`config.mk`:
```
export PLATFORM = sky130hd
export DESIGN_NAME = xgmii_crc_check_stats
export DESIGN_NICKNAME = d
export VERILOG_FILES = /design/src/rtl/xgmii_crc_check_stats.sv
export SDC_FILE = /design/constraint.sdc
export NUM_CORES = 1
export LEC_CHECK = 0
export ABC_AREA = 1
export CAP_MARGIN = 20
export CELL_PAD_IN_SITES_DETAIL_PLACEMENT = 1
export CELL_PAD_IN_SITES_GLOBAL_PLACEMENT = 2
export CORE_ASPECT_RATIO = 1.4
export CORE_MARGIN = 2
export CORE_UTILIZATION = 34
export DETAILED_ROUTE_END_ITERATION = 8
export GPL_TIMING_DRIVEN = 0
export PLACE_DENSITY_LB_ADDON = 0.1
export SYNTH_ARGS = -nofsm -noshare
export SYNTH_HDL_FRONTEND = slang
export SYNTH_SLANG_ARGS = --single-unit
```
`constraint.sdc`:
```
create_clock -name I_312m_clk -period 4.15 [get_ports I_312m_clk]
set_input_delay 0.6225 -clock I_312m_clk [delete_from_list [all_inputs] [get_ports I_312m_clk]]
set_output_delay 0.6225 -clock I_312m_clk [all_outputs]
set_load 0.01 [all_outputs]
```
`src/rtl/xgmii_crc_check_stats.sv`:
```
// xgmii_crc_check_stats: 32-bit XGMII receive FCS checker. It produces a per-frame
// verdict with an error code, can suppress verdicts for PTP frames, and keeps
// saturating good/bad/PTP frame counters.
`timescale 1ns/1ps
module xgmii_crc_check_stats #(
  parameter int unsigned P_MIN_LEN  = 64,
  parameter int unsigned P_MAX_LEN  = 1522,
  parameter int unsigned P_PTP_MODE = 0,
  parameter int unsigned P_CNT_W    = 32
) (
  input  logic               I_312m_clk,
  input  logic               I_global_rst_n,
  input  logic [31:0]        I_xgmii_data,
  input  logic [3:0]         I_xgmii_txc,
  input  logic               I_ptp_flag,
  input  logic               I_cnt_clr,
  output logic               O_crc_ok,
  output logic               O_crc_err,
  output logic               O_crc_compare_signal,
  output logic [2:0]         O_err_code,
  output logic [31:0]        O_crc_out,
  output logic [P_CNT_W-1:0] O_ok_cnt,
  output logic [P_CNT_W-1:0] O_err_cnt,
  output logic [P_CNT_W-1:0] O_ptp_cnt
);
  localparam logic [15:0]        MIN_LEN      = 16'(P_MIN_LEN);
  localparam logic [15:0]        MAX_LEN      = 16'(P_MAX_LEN);
  localparam logic [31:0]        CRC_RESIDUE  = 32'hC704DD7B;
  localparam logic               PTP_SUPPRESS = (P_PTP_MODE != 0);
  localparam logic [P_CNT_W-1:0] CNT_ONE      = P_CNT_W'(1);

  typedef enum logic [1:0] {ST_IDLE, ST_PRE, ST_DATA} state_t;
  state_t state, state_nxt;

  // The running CRC is kept MSB-first; data bits enter LSB first. With this
  // orientation, a good frame leaves the register at CRC_RESIDUE.
  logic [31:0] crc_reg, crc_nxt, crc_fold;
  logic [15:0] len_reg, len_nxt, len_fold;
  logic [16:0] len_sum;
  logic [2:0]  len_inc;
  logic [31:0] fcs_reg, fcs_nxt, fcs_fold;   // newest byte at [31:24]
  logic        ptp_reg, ptp_nxt;
  logic        ctl_found;
  logic [7:0]  ctl_byte;
  logic        is_start, is_sfd;

  logic        s1_vld, s1_vld_nxt, s1_term, s1_term_nxt, s1_ptp;
  logic [2:0]  s1_code, s1_code_nxt;
  logic [31:0] s1_crc, s1_fcs;
  logic [15:0] s1_len;
  logic [2:0]  v_code;
  logic        v_supp;
  logic        ptp_pulse;

  function automatic logic [31:0] crc_byte(input logic [31:0] c, input logic [7:0] b);
    logic [31:0] r;
    r = c;
    for (int unsigned i = 0; i < 8; i++) begin
      if (r[31] ^ b[i]) r = {r[30:0], 1'b0} ^ 32'h04C11DB7;
      else              r = {r[30:0], 1'b0};
    end
    return r;
  endfunction

  assign is_start = (I_xgmii_data[7:0] == 8'hFB) && (I_xgmii_txc == 4'b0001);
  assign is_sfd   = (I_xgmii_data == 32'hD5555555) && (I_xgmii_txc == 4'b0000);

  // Fold the data lanes that precede the first control lane into CRC, length and FCS history.
  always_comb begin
    ctl_found = 1'b0;
    ctl_byte  = '0;
    len_inc   = '0;
    crc_fold  = crc_reg;
    fcs_fold  = fcs_reg;
    for (int unsigned k = 0; k < 4; k++) begin
      if (I_xgmii_txc[k] && !ctl_found) begin
        ctl_found = 1'b1;
        ctl_byte  = I_xgmii_data[8*k +: 8];
      end
      if (!ctl_found) begin
        crc_fold = crc_byte(crc_fold, I_xgmii_data[8*k +: 8]);
        fcs_fold = {I_xgmii_data[8*k +: 8], fcs_fold[31:8]};
        len_inc  = len_inc + 3'd1;
      end
    end
    len_sum  = {1'b0, len_reg} + {14'd0, len_inc};
    len_fold = len_sum[16] ? 16'hFFFF : len_sum[15:0];
  end

  // Frame FSM: next state, per-frame accumulators, and launch of the verdict pipeline.
  always_comb begin
    state_nxt   = state;
    crc_nxt     = crc_reg;
    len_nxt     = len_reg;
    fcs_nxt     = fcs_reg;
    ptp_nxt     = ptp_reg;
    s1_vld_nxt  = 1'b0;
    s1_term_nxt = 1'b0;
    s1_code_nxt = 3'd0;
    case (state)
      ST_IDLE: begin
        if (is_start) begin
          state_nxt = ST_PRE;
          ptp_nxt   = I_ptp_flag;
        end
      end
      ST_PRE: begin
        if (is_sfd) begin
          state_nxt = ST_DATA;
          crc_nxt   = '1;
          len_nxt   = '0;
          fcs_nxt   = '0;
        end else begin
          state_nxt   = ST_IDLE;
          s1_vld_nxt  = 1'b1;
          s1_code_nxt = 3'd4;
        end
      end
      ST_DATA: begin
        if (is_start) begin
          // The verdict belongs to the old frame; the start word opens a new one.
          state_nxt   = ST_PRE;
          ptp_nxt     = I_ptp_flag;
          s1_vld_nxt  = 1'b1;
          s1_code_nxt = 3'd6;
        end else if (!ctl_found) begin
          crc_nxt = crc_fold;
          len_nxt = len_fold;
          fcs_nxt = fcs_fold;
        end else if (ctl_byte == 8'hFD) begin
          state_nxt   = ST_IDLE;
          s1_vld_nxt  = 1'b1;
          s1_term_nxt = 1'b1;
        end else begin
          state_nxt   = ST_IDLE;
          s1_vld_nxt  = 1'b1;
          s1_code_nxt = 3'd5;
        end
      end
      default: state_nxt = ST_IDLE;
    endcase
  end

  // Frame state registers.
  always_ff @(posedge I_312m_clk or negedge I_global_rst_n) begin
    if (!I_global_rst_n) begin
      state   <= ST_IDLE;
      crc_reg <= '0;
      len_reg <= '0;
      fcs_reg <= '0;
      ptp_reg <= 1'b0;
    end else begin
      state   <= state_nxt;
      crc_reg <= crc_nxt;
      len_reg <= len_nxt;
      fcs_reg <= fcs_nxt;
      ptp_reg <= ptp_nxt;
    end
  end

  // First verdict stage: a snapshot of the finished frame, independent of the next frame.
  always_ff @(posedge I_312m_clk or negedge I_global_rst_n) begin
    if (!I_global_rst_n) begin
      s1_vld  <= 1'b0;
      s1_term <= 1'b0;
      s1_code <= '0;
      s1_ptp  <= 1'b0;
      s1_crc  <= '0;
      s1_len  <= '0;
      s1_fcs  <= '0;
    end else begin
      s1_vld  <= s1_vld_nxt;
      s1_term <= s1_term_nxt;
      s1_code <= s1_code_nxt;
      s1_ptp  <= ptp_reg;
      s1_crc  <= crc_fold;
      s1_len  <= len_fold;
      s1_fcs  <= fcs_fold;
    end
  end

  // Classify a terminated frame by priority: oversize, then runt, then CRC.
  always_comb begin
    if (!s1_term)                  v_code = s1_code;
    else if (s1_len > MAX_LEN)     v_code = 3'd3;
    else if (s1_len < MIN_LEN)     v_code = 3'd2;
    else if (s1_crc != CRC_RESIDUE) v_code = 3'd1;
    else                           v_code = 3'd0;
    v_supp = PTP_SUPPRESS && s1_ptp;
  end

  // Verdict outputs, registered so they appear two cycles after the deciding word.
  always_ff @(posedge I_312m_clk or negedge I_global_rst_n) begin
    if (!I_global_rst_n) begin
      O_crc_compare_signal <= 1'b0;
      O_err_code           <= '0;
      O_crc_ok             <= 1'b0;
      O_crc_err            <= 1'b0;
      O_crc_out            <= '0;
      ptp_pulse            <= 1'b0;
    end else begin
      O_crc_compare_signal <= s1_vld;
      O_err_code           <= (s1_vld && !v_supp) ? v_code : 3'd0;
      O_crc_ok             <= s1_vld && !v_supp && (v_code == 3'd0);
      O_crc_err            <= s1_vld && !v_supp && (v_code != 3'd0);
      ptp_pulse            <= s1_vld && s1_ptp;
      if (s1_vld) O_crc_out <= s1_fcs;
    end
  end

  // Saturating statistics; a clear overrides any increment in the same cycle.
  always_ff @(posedge I_312m_clk or negedge I_global_rst_n) begin
    if (!I_global_rst_n) begin
      O_ok_cnt  <= '0;
      O_err_cnt <= '0;
      O_ptp_cnt <= '0;
    end else if (I_cnt_clr) begin
      O_ok_cnt  <= '0;
      O_err_cnt <= '0;
      O_ptp_cnt <= '0;
    end else begin
      if (O_crc_ok && (O_ok_cnt != '1))   O_ok_cnt  <= O_ok_cnt + CNT_ONE;
      if (O_crc_err && (O_err_cnt != '1)) O_err_cnt <= O_err_cnt + CNT_ONE;
      if (ptp_pulse && (O_ptp_cnt != '1)) O_ptp_cnt <= O_ptp_cnt + CNT_ONE;
    end
  end

endmodule

```
# After elaboration in Yosys (flattened, before gate mapping)
# Index checks and enable logic that the tools add are counted.
[totals]
ff_bits = 304
in_bits = 40
wordCells = 257
output_inout_bits = 134
[classes]
muxes = 122
eq_ne = 15
n_lt_le_gt_ge = 2
n_reduce_logical = 26
bitwise = 64
add_sub_neg = 7
[op_table]
columns = ["op", "count"]
rows = [
  ["$mux 32", 48],
  ["$mux 27", 32],
  ["$not 14->14", 32],
  ["$ne 32x32->1 const B", 4],
  ["$pmux 32 s2", 2],
  ["$add 32x1->32 const B", 3],
  ["$mux 16", 4],
  ["$eq 32x32->1 const B", 1],
  ["$mux 8", 4],
  ["$pmux 16 s2", 1],
  ["$xor 1x1->1", 32],
  ["$mux 3", 9],
  ["$add 16x3->17", 1],
  ["$eq 8x8->1 const B", 2],
  ["$gt 16x11->1 const B", 1],
  ["$lt 16x7->1 const B", 1],
  ["$mux 1", 13],
  ["$mux 2", 6],
  ["$logic_and 1x1->1", 11],
  ["$add 3x1->3 const B", 3],
  ["$ne 2x2->1 const B", 4],
  ["$reduce_bool 2->1", 4],
  ["$pmux 2 s3", 1],
  ["$pmux 3 s2", 1],
  ["13 further kinds", 16],
]

# Logic depth before layout (Yosys ltp)
[logic_depth]
ltp_word = 99
mapped_depth = 38
depth_no_buf = 37

# Worst setup path before layout
# OpenSTA, ideal clock, no wires.
[synth_path]
path_type = "in2reg"
start = "in I_xgmii_txc[0]"
end = "reg len_reg[14]"
required_ns = 4.017
setup_ns = 0.133
path_buffers = 6
t_arrival_ns = 4.545
setup_slack_ns = -0.528
stages = 28
path_cell_list = "clkbuf_1 nor2_2 inv_2 buf_2 buf_2 nor2_1 inv_1 buf_2 clkbuf_1 clkbuf_1 nand2_1 ha_1 nor2_1 nor2_1 fa_1 a21oi_1 nor2_1 nand3_1 nor2_1 inv_1 nor2_1 inv_1 nor4_1 inv_1 o21ai_0 nand2_1 nand2_1 o21ai_0"
[synth_via]
elab_chain_len = 16
word_cells_on_any_way = 30
classes_between = "add/sub: 4; eq/ne: 4; mux: 12; reduce/logical: 10"
[synth_lines]
columns = ["element", "line_no", "source"]
rows = [
  ["start, declared", "14", "input logic [3:0] I_xgmii_txc,"],
  ["$mux 1 (*)", "76", "if (I_xgmii_txc[k] && !ctl_found) begin"],
  ["branches (longest 9 deep; another with $add 3x1->3)", "-", ""],
  ["$mux 3 (*)", "80", "if (!ctl_found) begin"],
  ["$add 16x3->17 (*)", "86", "len_sum = {1'b0, len_reg} + {14'd0, len_inc};"],
  ["$mux 16 (*)", "87", "len_fold = len_sum[16] ? 16'hFFFF : len_sum[15:0];"],
  ["net len_fold[14]", "38", "logic [15:0] len_reg, len_nxt, len_fold;"],
  ["$mux 16 (*)", "126", "end else if (!ctl_found) begin"],
  ["$mux 16 (*)", "120", "if (is_start) begin"],
  ["$pmux 16 s2 (*)", "100", "case (state)"],
  ["end signal, assigned", "155", "len_reg <= len_nxt;"],
  ["end, declared", "38", ""],
]
# Mark *: on every way through the listed nets, which the timed path passes. The select of a mux whose other input is x is not followed.
# A chain may end at the register's enable or synchronous reset.

# Final worst setup path
[layout_path]
start = "in I_xgmii_data[14]"
end = "reg crc_reg[11]"
[layout_via]
elab_chain_len = 44
word_cells_on_any_way = 65
classes_between = "eq/ne: 2; mux: 39; bitwise: 22; reduce/logical: 2"
[layout_lines]
columns = ["element", "line_no", "source"]
rows = [
  ["start, declared", "13", "input logic [31:0] I_xgmii_data,"],
  ["$xor 1x1->1", "59", "if (r[31] ^ b[i]) r = {r[30:0], 1'b0} ^ 32'h04C11DB7;"],
  ["$mux 27", "59", ""],
  ["$mux 32 (6 in a row)", "80", ""],
  ["$xor 1x1->1", "59", ""],
  ["$mux 27", "59", ""],
  ["$mux 32", "80", ""],
  ["$not 14->14 (no line)", "-", ""],
  ["$mux 27", "59", ""],
  ["(+23 left out)", "-", ""],
  ["$mux 27", "59", ""],
  ["$mux 32", "80", ""],
  ["$not 14->14 (no line)", "-", ""],
  ["$mux 27", "59", ""],
  ["$mux 32", "80", ""],
  ["$mux 32", "126", ""],
  ["$mux 32", "120", ""],
  ["$pmux 32 s2", "100", ""],
  ["end signal, assigned", "154", "crc_reg <= crc_nxt;"],
  ["end, declared", "37", "logic [31:0] crc_reg, crc_nxt, crc_fold;"],
]
# Parallel ways exist; a longest one is shown, timed or not. The select of a mux whose other input is x is not followed.

==> run summary <==
## Outcome
• finished with violations — status
• negative setup slack — violated checks

## Critical path
• 4.62 ns — Crit path required time
• clkdlybuf4s50_1 — master of the slowest instance on the critical path
• crc_reg[31] — start of the worst register-to-register path
• crc_reg[11] — termination of the worst setup path
• -0.06 ns — reg-to-reg setup timing slack
• input port — sort of element at the start of the critical path
• nand2_1 — cell repeated most along the worst path
• 32 — length in cells of the worst reg-to-reg path
• in -> reg — path type of the worst setup path
• 4.74 ns — Worst Path Arrival
• 0.80 ns — biggest cell delay along the critical path
• register — Critical Path Sink Type
• 8 — maximum fanout encountered on the critical timing path
• crc_reg[11] — worst flop-to-flop path endpoint
• I_xgmii_data[14] — Worst setup startpoint

## Placed design
• 169 — count of input and output buffers
• 3866 — Placed Cells
• -2.208 ns — pre-CTS worst setup slack
• 78.19 mm — HPWL reported at the end of detailed placement
• 0.9345 — GP Congestion

## Synth
• 6.944 µm² — average instance area after synthesis
• 1.000 — ys async rst share
• 0 — number of warning messages in the yosys log
• nand2_1 — most common cell in the netlist
• 2938 — Post-Syn Instances
• nand2_1, inv_1, dfrtp_1, nand3_1, nor2_1 — ranking of synthesized cells by instance count
• dfrtp_1 — most frequently used flop master after synthesis
• 64 — Cell variety after synth
• 0 — number of enable flip-flop cells after synthesis
• dfrtp_1 — biggest area consumer among synthesized cells
• dfrtp_1, nand2_1, nand3_1 — biggest area contributors in the synthesized netlist
• 20400 µm² — synthesized cell area
• 2990 — post-synthesis net count
• 304 — register bit total from synthesis
• 0.3729 — post-synth top area share
• 0.3729 — fraction of the yosys area taken by sequential cells

## STA
• 0 — Slew Limit Fails
• 1.030 — post-route fraction of the period consumed by the critical path
• 1.036 ns — Worst Tran Pin Value
• 4.273 ns — final critical path time including I/O delays and setup
• -0.1235 ns — final setup margin
• 0.01550 ns — minimum hold slack
• 0.01124 ns — setup clock skew after layout
• 234.0 MHz — maximum operating frequency
• yes — unrepaired setup endpoints after global routing
• 0.3020 — Worst slew margin
• 0 — final-report hold violation count
• 3 — Final Setup Violations

## Pwr
• 0.0002868 V — largest vdd supply drop
• 10320 µW — total design power
• 0.01289 µW — Lkg Pwr
• 372.7 nW/µm² — ratio of total power to cell area

## Detailed routing
• 24.31 µm — Avg WL per Cell
• 5.463 — via count normalized by instance count
• 5 — number of optimization iterations in the first detailed-route pass
• 1314 — initial DRC count
• 0 — DRC violation count after routing
• 22280 — vias after detailed routing
• 99.12 mm — Routed Wire Length
• 0 — post-route antenna net violation count

## Floorplanning
• 293.8 µm — Die Y-Extent
• 106 — number of placement rows
• 211.0 µm — horizontal extent of the die
• 59550 µm² — Core Footprint
• 0.3426 — starting density of the core
• 62010 µm² — full die area
• 174 — number of top-level pins

## Global routing
• 0.5647 — met2 usage in global routing
• 0.3343 — M1 GR Usage
• 144.3 mm — wire length of the first global-routing pass
• 0.3131 — overall track demand over capacity in global routing
• 120 — pin count of the biggest net entering global routing
• 22910 — number of global-route vias before repair
• 1 — initial antenna violation count
• met2 — Most Used Layer, Global Route
• 0.03063 — met3 track demand over resource
• 0 — GRT Residual Overflow

## CTS
• 0.06 ns — Clock Pin Slew Worst Setup and Hold Paths
• clkbuf_16 — clk root buf
• 31 — number of buffers created by CTS
• 0 — number of buffers added to fix hold violations after cts
• 3 — clk buf depth
• 304 — clock sinks
• 1 — level count of the clock H-tree
• 0.59 ns — insertion delay to the later sink of the worst-skew pair
• built — CTS tree

## Job
• 0 — number of maximum-capacitance constraint violations

## Finish
• 4078 — post-layout instance count excluding filler cells
• 0.2370 — layout cell share with drive strength beyond 1
• 0.4647 — Core Util, Final
• 35.64% — Syn-to-layout area delta
• 3350 — number of nets in the layout

## Hold path
• in -> async — worst min-delay path category

==> worst max-delay path, delay by kind of cell <==
| family | cells | cell delay (ns) |
|---|---|---|
| and+or+nand+nor | 25 | 2.78 |
| buffers and inverters | 5 | 1.32 |
==> stage by stage <==
stage | instance area [µm²] | TNS (ns)
after floorplan | 20500 | 0
after global placement | 23140 | -3604.21
after detailed placement | 23210 | -171.20
after CTS | 25710 | -0.006859
after global routing | 27670 | -1.582
final | 27670 | -0.1344
==> cell families (layout without fill, tap and decap cells) <==
family,count (synthesis),in the layout,share of synthesized area
adder cells (fa/ha/maj),12,12,0.007727
XOR/XNOR,101,101,0.04520
AND/OR/NAND/NOR,1673,1673,0.3704
AO/OA/AOI/OAI,405,405,0.1187
other,0,2,0
multiplexers,1,1,0.0005519
flip-flops,304,304,0.3729
buffers and inverters,442,824,0.08457
==> worst min-delay path by stage <==
stage | startpoint | slack [ns] | depth (start not counted) | endpoint
global placement | ptp_reg | 0.36 | 0 | s1_ptp
global route | I_global_rst_n | 0.09 | 1 | O_err_cnt[20]
floorplan | I_global_rst_n | 0.33 | 0 | O_crc_compare_signal
finish | I_global_rst_n | 0.02 | 1 | O_err_cnt[23]
CTS | I_global_rst_n | 0.06 | 1 | O_err_cnt[22]
detailed placement | ptp_reg | 0.38 | 0 | s1_ptp
==> metal layers <==
metal | share of wire | routed length [µm]
met5 | 0.00012 | 12
met4 | 0.093 | 9201
met3 | 0.038 | 3803
met2 | 0.51 | 50080
met1 | 0.36 | 36030
==> cell usage in the layout (no fill, tap or decap), types with 11 or more instances in the layout <==
master	Yosys	final
dfrtp_1	304	301
buf_4	1	149
inv_2	20	22
o22ai_1	45	41
nand2_8	1	14
xor2_1	76	64
inv_4	3	11
inv_1	326	313
nor2_2	2	11
nand2_4	21	96
o21ai_0	164	148
clkbuf_16	0	31
nand2_1	942	791
clkbuf_1	56	50
a21oi_1	90	88
o21ai_1	16	11
xor2_2	5	12
ha_1	11	11
buf_6	3	12
nand3_1	262	184
nand3_4	0	40
nand3_2	33	71
clkdlybuf4s50_1	0	159
nor4_1	26	24
o221a_2	17	17
nor2_1	172	156
o21ai_2	3	19
nand4_1	40	40
or2_2	11	11
buf_2	25	17
nand2_2	92	155
xnor2_1	20	17
nor3_1	52	47
==> repair_timing <==
| action | CTS | global route |
|---|---|---|
| setup buffers | 80 | 77 |
| resized for setup | 247 | 323 |
| gates cloned | 1 | 1 |
| endpoints found under the setup margin | 131 | 84 |
| pin swaps | 74 | 107 |
| hold endpoints to repair | 0 | 0 |
==> where the power goes <==
part	switching, µW	internal [µW]	total [µW]
logic	2740	1440	4180
clock network	1270	1520	2790
registers	129	3220	3350
total	4130	6180	10300
==> final cells by class <==
class	instances	area, µm²
inverter	353	1383
clock buffer	39	855.8
fill	7388	31880
clock inverter	16	128.9
sequential	304	7611
multi-input combinational	2192	13180
buffer	86	514.2
timing repair inverter	1	8.758
tap	756	945.9
timing repair buffer	329	3038
antenna	2	5.005
Note: power is estimated with default switching activity, not from simulation.
